**src/rtl/spectrum_peak_scan_if.sv**
```systemverilog
// RAM read port and peak-result bundle for spectrum_peak_scan.
// freq2/peak_mag2 are present only when SECOND_PEAK_EN is defined.
interface spectrum_peak_scan_if #(
    parameter int DW = 16,
    parameter int AW = 8
);
    logic          wr_done;
    logic [DW-1:0] rd_data;
    logic [AW-1:0] rd_addr;
    logic          busy;
    logic          freq_valid;
    logic [AW-1:0] freq;
    logic [DW-1:0] peak_mag;
    logic          no_peak;
`ifdef SECOND_PEAK_EN
    logic [AW-1:0] freq2;
    logic [DW-1:0] peak_mag2;

    modport master (
        input  wr_done, rd_data,
        output rd_addr, busy, freq_valid, freq, peak_mag, no_peak, freq2, peak_mag2
    );
    modport slave (
        output wr_done, rd_data,
        input  rd_addr, busy, freq_valid, freq, peak_mag, no_peak, freq2, peak_mag2
    );
`else
    modport master (
        input  wr_done, rd_data,
        output rd_addr, busy, freq_valid, freq, peak_mag, no_peak
    );
    modport slave (
        output wr_done, rd_data,
        input  rd_addr, busy, freq_valid, freq, peak_mag, no_peak
    );
`endif
endinterface

```
**src/rtl/spectrum_peak_scan.sv**
```systemverilog
// Scans bins START_BIN..END_BIN of the FFT magnitude RAM and reports the largest bin.
// Optional second-largest tracking is enabled by defining SECOND_PEAK_EN.
module spectrum_peak_scan #(
    parameter int DW        = 16,
    parameter int AW        = 8,
    parameter int START_BIN = 1,
    parameter int END_BIN   = 120,
    parameter int RD_LAT    = 1,
    parameter int THRESH    = 0
) (
    input  logic                clk_256k,
    input  logic                rst_n,
    spectrum_peak_scan_if.master bus
);

    localparam logic [DW-1:0] THR       = DW'(THRESH);
    localparam logic [AW-1:0] FIRST_BIN = AW'(START_BIN);
    localparam logic [AW-1:0] LAST_BIN  = AW'(END_BIN);
    localparam logic [2:0]    DRAIN_LEN = 3'(RD_LAT);

    typedef enum logic [1:0] {S_IDLE, S_ISSUE, S_DRAIN, S_DONE} state_t;

    state_t        r_state;
    state_t        w_state_nxt;
    logic          w_start;
    logic          w_finish;
    logic          w_trig;
    logic          w_last_addr;
    logic          w_drain_end;
    logic          w_cmp;
    logic [AW-1:0] w_cmp_addr;

    logic          r_wr_done_q;
    logic [AW-1:0] r_rd_addr;
    logic          r_busy;
    logic [2:0]    r_drain_cnt;
    logic          r_vld_p [RD_LAT];
    logic [AW-1:0] r_addr_p [RD_LAT];

    logic [DW-1:0] r_max;
    logic [AW-1:0] r_idx;
    logic          r_found;
    logic          r_freq_valid;
    logic [AW-1:0] r_freq;
    logic [DW-1:0] r_peak_mag;
    logic          r_no_peak;

    function automatic logic f_beats(input logic [DW-1:0] sample, input logic [DW-1:0] cur);
        return (sample > cur) && (sample > THR);
    endfunction

    assign w_trig      = bus.wr_done & ~r_wr_done_q;
    assign w_last_addr = (r_rd_addr == LAST_BIN);
    assign w_drain_end = (r_drain_cnt == DRAIN_LEN);
    assign w_cmp       = r_vld_p[RD_LAT-1];
    assign w_cmp_addr  = r_addr_p[RD_LAT-1];

    always_comb begin
        w_state_nxt = r_state;
        w_start     = 1'b0;
        w_finish    = 1'b0;
        case (r_state)
            S_IDLE, S_DONE: begin
                if (w_trig) begin
                    w_state_nxt = S_ISSUE;
                    w_start     = 1'b1;
                end
            end
            S_ISSUE: begin
                if (w_last_addr) w_state_nxt = S_DRAIN;
            end
            S_DRAIN: begin
                if (w_drain_end) begin
                    w_state_nxt = S_DONE;
                    w_finish    = 1'b1;
                end
            end
        endcase
    end

    // Stage p0: address issue and control state
    always_ff @(posedge clk_256k or negedge rst_n) begin
        if (!rst_n) begin
            r_state     <= S_IDLE;
            r_wr_done_q <= 1'b0;
            r_rd_addr   <= '0;
            r_busy      <= 1'b0;
            r_drain_cnt <= '0;
            for (int i = 0; i < RD_LAT; i++) r_vld_p[i] <= 1'b0;
        end else begin
            r_state     <= w_state_nxt;
            r_wr_done_q <= bus.wr_done;
            r_vld_p[0]  <= (r_state == S_ISSUE);
            for (int i = 1; i < RD_LAT; i++) r_vld_p[i] <= r_vld_p[i-1];
            if (w_start) begin
                r_rd_addr <= FIRST_BIN;
                r_busy    <= 1'b1;
            end else if (r_state == S_ISSUE && !w_last_addr) begin
                r_rd_addr <= r_rd_addr + AW'(1);
            end
            if (w_finish) r_busy <= 1'b0;
            r_drain_cnt <= (r_state == S_DRAIN) ? r_drain_cnt + 3'd1 : 3'd0;
        end
    end

    // Stage p1..pRD_LAT: address travels with the RAM read latency
    always_ff @(posedge clk_256k) begin
        r_addr_p[0] <= r_rd_addr;
        for (int i = 1; i < RD_LAT; i++) r_addr_p[i] <= r_addr_p[i-1];
    end

`ifdef SECOND_PEAK_EN
    logic [DW-1:0] r_max2;
    logic [AW-1:0] r_idx2;
    logic [AW-1:0] r_freq2;
    logic [DW-1:0] r_peak_mag2;

    always_ff @(posedge clk_256k or negedge rst_n) begin
        if (!rst_n) begin
            r_max2      <= '0;
            r_idx2      <= '0;
            r_freq2     <= '0;
            r_peak_mag2 <= '0;
        end else begin
            if (w_start) begin
                r_max2 <= '0;
                r_idx2 <= FIRST_BIN;
            end else if (w_cmp) begin
                // A displaced maximum becomes the runner-up
                if (f_beats(bus.rd_data, r_max)) begin
                    r_max2 <= r_max;
                    r_idx2 <= r_idx;
                end else if (f_beats(bus.rd_data, r_max2)) begin
                    r_max2 <= bus.rd_data;
                    r_idx2 <= w_cmp_addr;
                end
            end
            if (w_finish) begin
                r_freq2     <= r_idx2;
                r_peak_mag2 <= r_max2;
            end
        end
    end

    assign bus.freq2     = r_freq2;
    assign bus.peak_mag2 = r_peak_mag2;
`endif

    // Stage compare and result latch
    always_ff @(posedge clk_256k or negedge rst_n) begin
        if (!rst_n) begin
            r_max        <= '0;
            r_idx        <= '0;
            r_found      <= 1'b0;
            r_freq_valid <= 1'b0;
            r_freq       <= '0;
            r_peak_mag   <= '0;
            r_no_peak    <= 1'b0;
        end else begin
            if (w_start) begin
                r_max        <= '0;
                r_idx        <= FIRST_BIN;
                r_found      <= 1'b0;
                r_freq_valid <= 1'b0;
                r_no_peak    <= 1'b0;
            end else if (w_cmp && f_beats(bus.rd_data, r_max)) begin
                r_max   <= bus.rd_data;
                r_idx   <= w_cmp_addr;
                r_found <= 1'b1;
            end
            if (w_finish) begin
                r_freq       <= r_idx;
                r_peak_mag   <= r_max;
                r_no_peak    <= ~r_found;
                r_freq_valid <= 1'b1;
            end
        end
    end

    assign bus.rd_addr    = r_rd_addr;
    assign bus.busy       = r_busy;
    assign bus.freq_valid = r_freq_valid;
    assign bus.freq       = r_freq;
    assign bus.peak_mag   = r_peak_mag;
    assign bus.no_peak    = r_no_peak;

endmodule

```
**src/flat_wrapper.sv**
```systemverilog
// flat-port wrapper written by rule: the top's interface ports become plain ports
module spectrum_peak_scan_flat 
#(
    parameter int DW        = 16,
    parameter int AW        = 8,
    parameter int START_BIN = 1,
    parameter int END_BIN   = 120,
    parameter int RD_LAT    = 1,
    parameter int THRESH    = 0
)
  (clk_256k, rst_n, bus_wr_done, bus_rd_data, bus_rd_addr, bus_busy, bus_freq_valid, bus_freq, bus_peak_mag, bus_no_peak);
  spectrum_peak_scan_if #(.DW(DW), .AW(AW)) bus_i ();
  input  logic clk_256k;
  input  logic rst_n;
  input wire logic [$bits(bus_i.wr_done)-1:0] bus_wr_done;
  input wire logic [$bits(bus_i.rd_data)-1:0] bus_rd_data;
  output wire logic [$bits(bus_i.rd_addr)-1:0] bus_rd_addr;
  output wire logic [$bits(bus_i.busy)-1:0] bus_busy;
  output wire logic [$bits(bus_i.freq_valid)-1:0] bus_freq_valid;
  output wire logic [$bits(bus_i.freq)-1:0] bus_freq;
  output wire logic [$bits(bus_i.peak_mag)-1:0] bus_peak_mag;
  output wire logic [$bits(bus_i.no_peak)-1:0] bus_no_peak;
  assign bus_i.wr_done = bus_wr_done;
  assign bus_i.rd_data = bus_rd_data;
  assign bus_rd_addr = bus_i.rd_addr;
  assign bus_busy = bus_i.busy;
  assign bus_freq_valid = bus_i.freq_valid;
  assign bus_freq = bus_i.freq;
  assign bus_peak_mag = bus_i.peak_mag;
  assign bus_no_peak = bus_i.no_peak;
  spectrum_peak_scan #(.DW(DW), .AW(AW), .START_BIN(START_BIN), .END_BIN(END_BIN), .RD_LAT(RD_LAT), .THRESH(THRESH)) u_core (.clk_256k(clk_256k), .rst_n(rst_n), .bus(bus_i));
endmodule
```
**config.mk**
```make
export PLATFORM = sky130hd
export DESIGN_NAME = spectrum_peak_scan_flat
export DESIGN_NICKNAME = d
export VERILOG_FILES = /design/src/rtl/spectrum_peak_scan_if.sv /design/src/rtl/spectrum_peak_scan.sv /design/src/flat_wrapper.sv
export SDC_FILE = /design/constraint.sdc
export NUM_CORES = 1
export LEC_CHECK = 0
export CORE_MARGIN = 3
export CORE_UTILIZATION = 57
export DETAILED_ROUTE_END_ITERATION = 12
export HOLD_SLACK_MARGIN = 0.15
export PLACE_DENSITY = 0.83
export SETUP_SLACK_MARGIN = 0.02
export SLEW_MARGIN = 25
export SYNTH_ARGS = -nofsm -noshare
export SYNTH_HDL_FRONTEND = slang
export SYNTH_SLANG_ARGS = --single-unit
export TNS_END_PERCENT = 1
```
**constraint.sdc**
```tcl
create_clock -name clk_256k -period 7.1 [get_ports clk_256k]
set_input_delay 0.71 -clock clk_256k [delete_from_list [all_inputs] [get_ports clk_256k]]
set_output_delay 0.71 -clock clk_256k [all_outputs]
set_load 0.01 [all_outputs]
```
==> results of run 1 <==
[per-layer routing]
| metal | GRT usage [%] | up-vias | part of all wire (%) |
|---|---|---|---|
| met3 | 3.77 | 18 | 4.6 |
| met5 | 0 | - | 0 |
| met1 | 27.0 | 1206 | 44 |
| met4 | 11.1 | 0 | 2.6 |
| li1 | - | 1186 | - |
| met2 | 35.9 | 70 | 49 |
[flip-flops by register name, summed over array words and instances (netlist names)]
signal and flops:
u_core.bus.no_peak 1, u_core.r_vld_p 1, u_core.r_found 1, u_core.r_drain_cnt 3, u_core.r_state 2, u_core.bus.busy 1, u_core.r_addr_p 8, u_core.bus.freq_valid 1
u_core.bus.rd_addr 8, u_core.bus.peak_mag 16, u_core.bus.freq 8, u_core.r_idx 8, u_core.r_wr_done_q 1, u_core.r_max 16
[worst register-to-register path: stages, from the launching register on]
cell,delay (ns)
dfrtp_1,0.35
inv_1,0.07
ha_1,0.31
nand4_2,0.15
or4_1,0.57
a21o_1,0.21
a41oi_4,0.61
buf_16,0.24
mux2i_1,0.21
[power breakdown]
group / total (W) / internal, W / leakage, nW / switching [W]
combinational: 0.000607 / 0.000294 / 0.895 / 0.000313
sequential: 0.000643 / 0.000560 / 0.940 / 0.0000828
clock: 0.000337 / 0.000182 / 0.0978 / 0.000155
[cell families (layout without fill, tap and decap cells)]
| logic type | Yosys count | count (layout) | synth area share, % |
|---|---|---|---|
| and+or+nand+nor | 110 | 110 | 14.4 |
| xor gates and xnor gates | 6 | 6 | 1.54 |
| buffers and inverters | 35 | 95 | 4.52 |
| DFF | 75 | 75 | 54.0 |
| adders and majority gates | 23 | 23 | 8.45 |
| AOI/OAI and AO/OA | 39 | 39 | 7.09 |
| muxes | 33 | 33 | 10.0 |
[cells in the final DEF, fill, tap and decap left out, types with 3 or more instances in the layout]
| cell | count |
|---|---|
| xor2_1 | 5 |
| nand2_1 | 70 |
| clkinvlp_4 | 3 |
| o21ai_0 | 22 |
| mux2i_1 | 24 |
| clkdlybuf4s50_1 | 52 |
| nor4_1 | 4 |
| dfxtp_1 | 8 |
| mux2_2 | 9 |
| nand4_1 | 8 |
| ha_1 | 23 |
| nor2_1 | 11 |
| nor2b_1 | 4 |
| a21oi_1 | 9 |
| inv_1 | 23 |
| clkbuf_8 | 11 |
| dfrtp_1 | 67 |
[stage by stage]
stage / instances / hold WS [ns] / cell area, um^2
final: 453 / 0.440 / 4210
after global routing: 453 / 0.466 / 4210
after CTS: 453 / 0.443 / 4210
after detailed placement: 437 / 0.430 / 4000
after global placement: 436 / 0.422 / 3970
after floorplan: 321 / 0.414 / 3400
[how the worst max path moves through the flow]
stage	slack (ns)	to	cells after the start
3_3_place_gp	3.38	u_core.r_max[2]	7
4_1_cts	3.82	u_core.r_idx[6]	8
3_5_place_dp	3.50	u_core.r_idx[6]	8
2_1_floorplan	4.42	u_core.r_max[10]	7
6_report	3.84	u_core.r_idx[6]	8
5_1_grt	3.71	u_core.r_idx[6]	8
[cell type report]
class                   count  share of cell area, %
repair buffers             56                   13.5
clock buffers              11                   3.60
flip-flops and latches     75                   43.7
inverters                  23                   2.05
well taps                  72                   2.14
clock inverters             5                   1.46
multi-input cells         211                   33.6
==> results.md, run 1 <==
- F_max: 0.307 GHz
- Clock skew: 0.00752 ns
- Pre-CTS setup slack: 3.50 ns
- H-tree Lvls: 3
- DR iter-0 viols: 131
- Leakage: 1.93 nW
- CP peak stage delay: 0.61 ns
- Slew headroom: 42.5%
- CTS tree: done
- Worst reg2reg path depth: 8
- Critical path cell sequence: clkdlybuf4s50_1, ha_1, nand4_2, or4_1, a21o_1, a41oi_4, buf_16, mux2i_1
- Flops & latches, synth: 75
- Yosys warning total: 0
- Pwr dens: 377 nW/um^2
- Chip Height: 83.3 um
- Overflow left after global routing: 0
- Final setup TNS: 0 ns
- Total track usage: 21.6%
- Vias in the first global route: 2637
- Core footprint: 5640 um^2
- Routed WL per cell: 15.4 um
- Commonest cells post-synth: 70 x nand2_1, 67 x dfrtp_1, 24 x mux2i_1, 23 x ha_1, 23 x inv_1
- Number of diodes: 0
- CTS root buffer: clkbuf_8
- Overall routed net length: 6.97 mm
- Worst Setup SP: bus_rd_data[15]
- Fin. max-slew vios: 0
- Hold Crit Class: flip-flop to flip-flop
- Worst EP arrival: 3.52 ns
- IR drop worst, VDD: 201 uV
- NumNets Final: 418
- Largest delay share family, worst path: compound AO/OA/AOI/OAI gates
- Cell taking the most area after synthesis: dfrtp_1
- Final Hold Viols: 0
- Crit path kind: input pin to flip-flop
- FF-to-FF setup slack: 4.31 ns
- Most frequent cell after synthesis: nand2_1
- Ys async rst share: 89.3%
- Synth top area cells: dfrtp_1 49%, ha_1 8.5%, nand2_1 7.7%
- Slowest-stage cell, CP: a41oi_4
- Dpl hpwl: 4.81 mm
- Max Cap Viol: 0
- Post-route worst setup slack: 3.84 ns
- Initial antenna violation count: 0
- Hold depth: 2
- Max Root-Sink Buffers: 2
- Register Area: 1840 um^2
- Layout cells sized above 1: 8.40%
- Hold EP: u_core.r_idx[5]
- Worst flop-to-flop path startpoint: u_core.r_max[13]
- Synth Instances: 321
- Filler instances: 401
- Setup Viol. Count Final: 0
- Area delta synth->final: 23.6%
- Placer's final routability congestion estimate: 0.927
- Synth top area share: 49.2%
- Fin crit share: 45.9%
- Clock latency on the worst-skew pair: 0.34 ns
- Endpoint class of the critical path: flip-flop
- Post-cts gate resize count: 0
- # DRC: 0
- Total power: 0.00159 W
- Number of CTS-inserted buffers: 9
- Mean number of vias per cell: 5.47
- Final ANT Viol Nets: 0
- Sequential share of the synthesized area: 54.0%
- Via count: 2480
- Buffers & Inverters on Critical Path: 2
- Post-CTS Hold Fix Bufs: 0
- RSZ-0062 raised after global routing: false
- Dominant register cell in the synthesized netlist: dfrtp_1
- Worst Path Required: 7.36 ns
- Clock tree sinks: 75
- Num ports: 54
- Status: finished, final reports clean
- Clock transition at path regs: 0.08 ns
- Cell Area, Synth: 3400 um^2
- Row count: 27
- CP startpoint kind: input pin
- Number of synthesized flops with an enable pin: 0
- Multi-input gate area: 1410 um^2
- Worst-Margin Slew: 0.863 ns
- Largest net degree at the start of global routing: 68
- Die width: 83.3 um
- Min-delay src: u_core.r_addr_p[0][5]
- Core Util, Final: 74.6%
- Port bufs: 53
- Die area: 6940 um^2
- Post-CTS setup buffers: 0
- Synth Net Count: 363
- Period minus WS final: 3.26 ns
- First-pass GRT wire length: 12.1 mm
- Synth Area per Inst: 10.6 um^2
- R2R Path End: u_core.r_idx[6]
- Pre-antenna DRT Iters: 4
- Initial core utilization: 60.3%
- Worst-path maximum fanout: 14
- Synth unique cells: 33
No activity file was read; power rests on OpenSTA's default activity.
==> inputs of run 2 (changes only) <==
CORE_UTILIZATION = 48   (was 57)
PLACE_DENSITY = 0.74   (was 0.83)
clock period = 2.8 ns   (was 7.1 ns; I/O delays follow)
==> results.md, run 2 (synthesis results as in run 1) <==
- Status: finished, final reports clean
- Slowest-stage cell, CP: or4_1
- Slew headroom: 41.5%
- Number of diodes: 0
- Die width: 90.2 um
- Worst-Margin Slew: 0.878 ns
- Leakage: 1.95 nW
- RSZ-0062 raised after global routing: false
- Row count: 30
- Critical path cell sequence: clkdlybuf4s50_1, ha_1, nand4_2, or4_1, a21o_1, a41oi_4, buf_4, mux2i_1
- Placement Cell Area: 4040 um^2
- H-tree Lvls: 3
- CTS root buffer: clkbuf_8
- Clock tree sinks: 75
- Endpoint class of the critical path: flip-flop
- Worst Path Required: 3.07 ns
- Pre-antenna DRT Iters: 6
- Initial core utilization: 49.8%
- CP peak stage delay: 0.58 ns
- Largest net degree at the start of global routing: 68
- Clock skew: 0.00696 ns
- Num ports: 54
- IR drop worst, VDD: 590 uV
- Port bufs: 53
- F_max: 0.404 GHz
- # DRC: 0
- Finished layout cell area: 4250 um^2
- Commonest non-fill, non-tap cell in the layout: nand2_1
- Die area: 8140 um^2
- Area delta synth->final: 24.9%
- NumNets Final: 422
- Fin. max-slew vios: 0
- CTS tree: done
- Mean number of vias per cell: 5.02
- Chip Height: 90.2 um
- Via count: 2414
- Vias in the first global route: 2536
- Fin crit share: 88.4%
- Clock latency on the worst-skew pair: 0.35 ns
- Placer's final routability congestion estimate: 0.894
- Clock transition at path regs: 0.08 ns
- Setup Viol. Count Final: 0
- First-pass GRT wire length: 11.9 mm
- Overflow left after global routing: 0
- Total track usage: 18.1%
- Period minus WS final: 2.48 ns
- Layout cells sized above 1: 9.09%
- Total power: 0.00398 W
- Most frequent cells in the layout: 70 x nand2_1, 67 x dfrtp_1, 52 x clkdlybuf4s50_1
- Crit path kind: input pin to flip-flop
- Max Root-Sink Buffers: 2
- Initial antenna violation count: 0
- Routed WL per cell: 13.9 um
- Final ANT Viol Nets: 0
- Final Hold Viols: 0
- Filler instances: 610
- Core footprint: 6830 um^2
- WHS: 0.408 ns
- Dpl hpwl: 4.71 mm
- Max Cap Viol: 0
- Hold Crit Class: input pin to flip-flop
- Overall routed net length: 6.71 mm
- Pwr dens: 936 nW/um^2
- DR iter-0 viols: 93
- Worst-path maximum fanout: 8
- CP startpoint kind: input pin
- Number of CTS-inserted buffers: 9
- Worst EP arrival: 2.74 ns
-- run 2: changes by cell type in the layout (fill, tap and decap cells not counted) --
cell	before	now
buf_4	2	5
clkbuf_8	11	10
clkinvlp_4	3	2
buf_12	0	1
dlygate4sd3_1	0	1
buf_16	1	0
clkinv_2	0	2
inv_6	0	1
clkinv_4	1	0
-- run 2: layer usage --
metal | routed length, um | track usage (%)
met5 | 0 | 0
met4 | 113 | 6.89
met3 | 245 | 4.60
met2 | 3290 | 29.6
met1 | 3060 | 23.2
-- run 2: per-stage QoR --
step	worst slack, ns	setup TNS (ns)	util (%)	instances
2_1_floorplan	0.466	0	-	321
3_3_place_gp	0.101	0	59.1	464
3_5_place_dp	-0.00269	-0.00269	59.1	464
4_1_cts	0.336	0	62.2	481
5_1_grt	0.207	0	62.2	481
6_report	0.324	0	62.2	481
-- run 2: worst paths after layout --
check                                         end  cells after the start  slack, ns                   from
max                               u_core.r_max[9]                      8       0.32        bus_rd_data[15]
min                            u_core.r_wr_done_q                      1       0.41            bus_wr_done
max reg2reg                       u_core.r_max[9]                      8       0.34       u_core.r_max[13]
min reg2reg                       u_core.r_idx[6]                      2       0.44  u_core.r_addr_p[0][6]
max in group asynchronous        u_core.r_max[11]                      3       1.61                  rst_n
min in group asynchronous  u_core.bus.peak_mag[4]                      3       0.65                  rst_n
-- run 2: what timing repair did --
action,CTS,global route
hold buffers,1,0
hold endpoints to repair,49,0
gates resized for setup,0,0
setup buffers,0,0
-- run 2: worst max-delay path, delay by kind of cell --
kind / cells / cell delay (ns)
buffers and inverters: 2 / 0.73
adder cells (fa/ha/maj): 1 / 0.34
AO/OA/AOI/OAI: 2 / 0.47
multiplexers: 1 / 0.22
AND/OR/NAND/NOR: 2 / 0.71
-- run 2: area by class of cell --
cell class                      count  area [um^2]  share of cell area (%)
Sequential cell                    75         1840                    43.2
Inverter                           23         86.3                    2.03
Tap cell                           96          120                    2.83
Clock inverter                      6         63.8                    1.50
Multi-Input combinational cell    211         1410                    33.3
Clock buffer                       10          138                    3.24
Timing Repair Buffer               60          593                    13.9
-- run 2: where the power goes --
part           leakage, nW  total, W  switching [W]  internal (W)
clock network       0.0987  0.000847       0.000412      0.000436
logic                0.910   0.00151       0.000767      0.000743
registers            0.940   0.00162       0.000203       0.00142
==> inputs of run 3 (changes only) <==
SKIP_CTS_REPAIR_TIMING = 1   (was not set)
==> results.md, run 3 (synthesis results as in run 1) <==
- Core Util, Final: 62.1%
- Multi-input gate area: 1410 um^2
- Worst Path Required: 3.06 ns
- First-pass GRT wire length: 11.8 mm
- Num ports: 54
- Most frequent cells in the layout: 70 x nand2_1, 67 x dfrtp_1, 52 x clkdlybuf4s50_1
- Register Area: 1840 um^2
- CTS tree: done
- Chip Height: 90.2 um
- Pwr dens: 938 nW/um^2
- Filler instances: 612
- Number of CTS-inserted buffers: 9
- Worst-Margin Slew: 0.871 ns
- Total track usage: 18.1%
- Layout cells sized above 1: 9.11%
- NumNets Final: 421
- Final Hold Viols: 0
- Clock latency on the worst-skew pair: 0.35 ns
- Placement Cell Area: 4040 um^2
- Initial core utilization: 49.8%
- IR drop worst, VDD: 588 uV
- Clock tree sinks: 75
- Clock skew: 0.00700 ns
- Port bufs: 53
- Final ANT Viol Nets: 0
- DR iter-0 viols: 113
- Fin. max-slew vios: 0
- Setup Viol. Count Final: 0
- Core footprint: 6830 um^2
- Commonest non-fill, non-tap cell in the layout: nand2_1
- F_max: 0.404 GHz
- Via count: 2409
- Max Root-Sink Buffers: 2
- Pre-antenna DRT Iters: 6
- CTS root buffer: clkbuf_8
- Period minus WS final: 2.48 ns
- Hold Crit Class: input pin to asynchronous set/reset pin
- Status: finished, final reports clean
- Worst EP arrival: 2.74 ns
- # DRC: 0
- Row count: 30
- Crit path kind: input pin to flip-flop
- Initial antenna violation count: 0
- Die area: 8140 um^2
- Slew headroom: 41.9%
- Largest net degree at the start of global routing: 68
- Placer's final routability congestion estimate: 0.894
- Die width: 90.2 um
- Mean number of vias per cell: 5.02
- Area delta synth->final: 24.6%
- Fin crit share: 88.4%
- Clock transition at path regs: 0.08 ns
- Routed WL per cell: 13.9 um
- Finished layout cell area: 4240 um^2
- Leakage: 1.94 nW
- RSZ-0062 raised after global routing: false
- Number of diodes: 0
- Max Cap Viol: 0
- Worst-path maximum fanout: 8
- H-tree Lvls: 3
- CP startpoint kind: input pin
- Vias in the first global route: 2536
- Overflow left after global routing: 0
- Endpoint class of the critical path: flip-flop
- Overall routed net length: 6.69 mm
- Dpl hpwl: 4.71 mm
[run 3: cell types whose count changed in the layout (fill, tap and decap cells not counted)]
cell and delta:
dlygate4sd3_1 -1
[run 3: area by class of cell]
| type | instances | area share (%) |
|---|---|---|
| multi-input cells | 211 | 33.3 |
| well taps | 96 | 2.83 |
| repair buffers | 59 | 13.7 |
| inverters | 23 | 2.04 |
| flip-flops and latches | 75 | 43.3 |
| clock buffers | 10 | 3.24 |
| clock inverters | 6 | 1.50 |
[run 3: worst max-delay path: stages]
cell	delay, ns
clkdlybuf4s50_1	0.48
ha_1	0.34
nand4_2	0.13
or4_1	0.58
a21o_1	0.21
a41oi_4	0.26
buf_4	0.25
mux2i_1	0.22
[run 3: layer usage]
layer / vias to the layer above / wire length, um / GRT usage, %
met3: 9 / 246 / 4.60
li1: 1193 / - / -
met2: 50 / 3290 / 29.6
met5: - / 0 / 0
met1: 1157 / 3040 / 23.2
met4: 0 / 113 / 6.89
[run 3: path summary, 6_finish.rpt]
check | startpoint | to | slack, ns | cells after the start
min | rst_n | u_core.bus.peak_mag[4] | 0.11 | 2
min reg2reg | u_core.r_addr_p[0][6] | u_core.r_idx[6] | 0.43 | 2
max | bus_rd_data[15] | u_core.r_max[9] | 0.32 | 8
max in group asynchronous | rst_n | u_core.r_max[11] | 2.14 | 2
max reg2reg | u_core.r_max[13] | u_core.r_max[9] | 0.34 | 8
min in group clk_256k | bus_wr_done | u_core.r_wr_done_q | 0.41 | 1
[run 3: power by group]
part	switching (W)	internal (W)	leakage [nW]
Combinational	0.000766	0.000742	0.906
Clock	0.000412	0.000436	0.0987
Sequential	0.000203	0.00142	0.940
[run 3: stage by stage]
step | worst slack (ns) | total power (W) | TNS (ns) | instances | hold WS (ns)
CTS | 0.336 | 0.00404 | 0 | 480 | 0.139
finish | 0.325 | 0.00398 | 0 | 480 | 0.111
detailed placement | -0.00269 | 0.00317 | -0.00269 | 464 | 0.434
global placement | 0.101 | 0.00311 | 0 | 464 | 0.424
floorplan | 0.466 | 0.00257 | 0 | 321 | -0.0156
global route | 0.207 | 0.00432 | 0 | 480 | 0.179
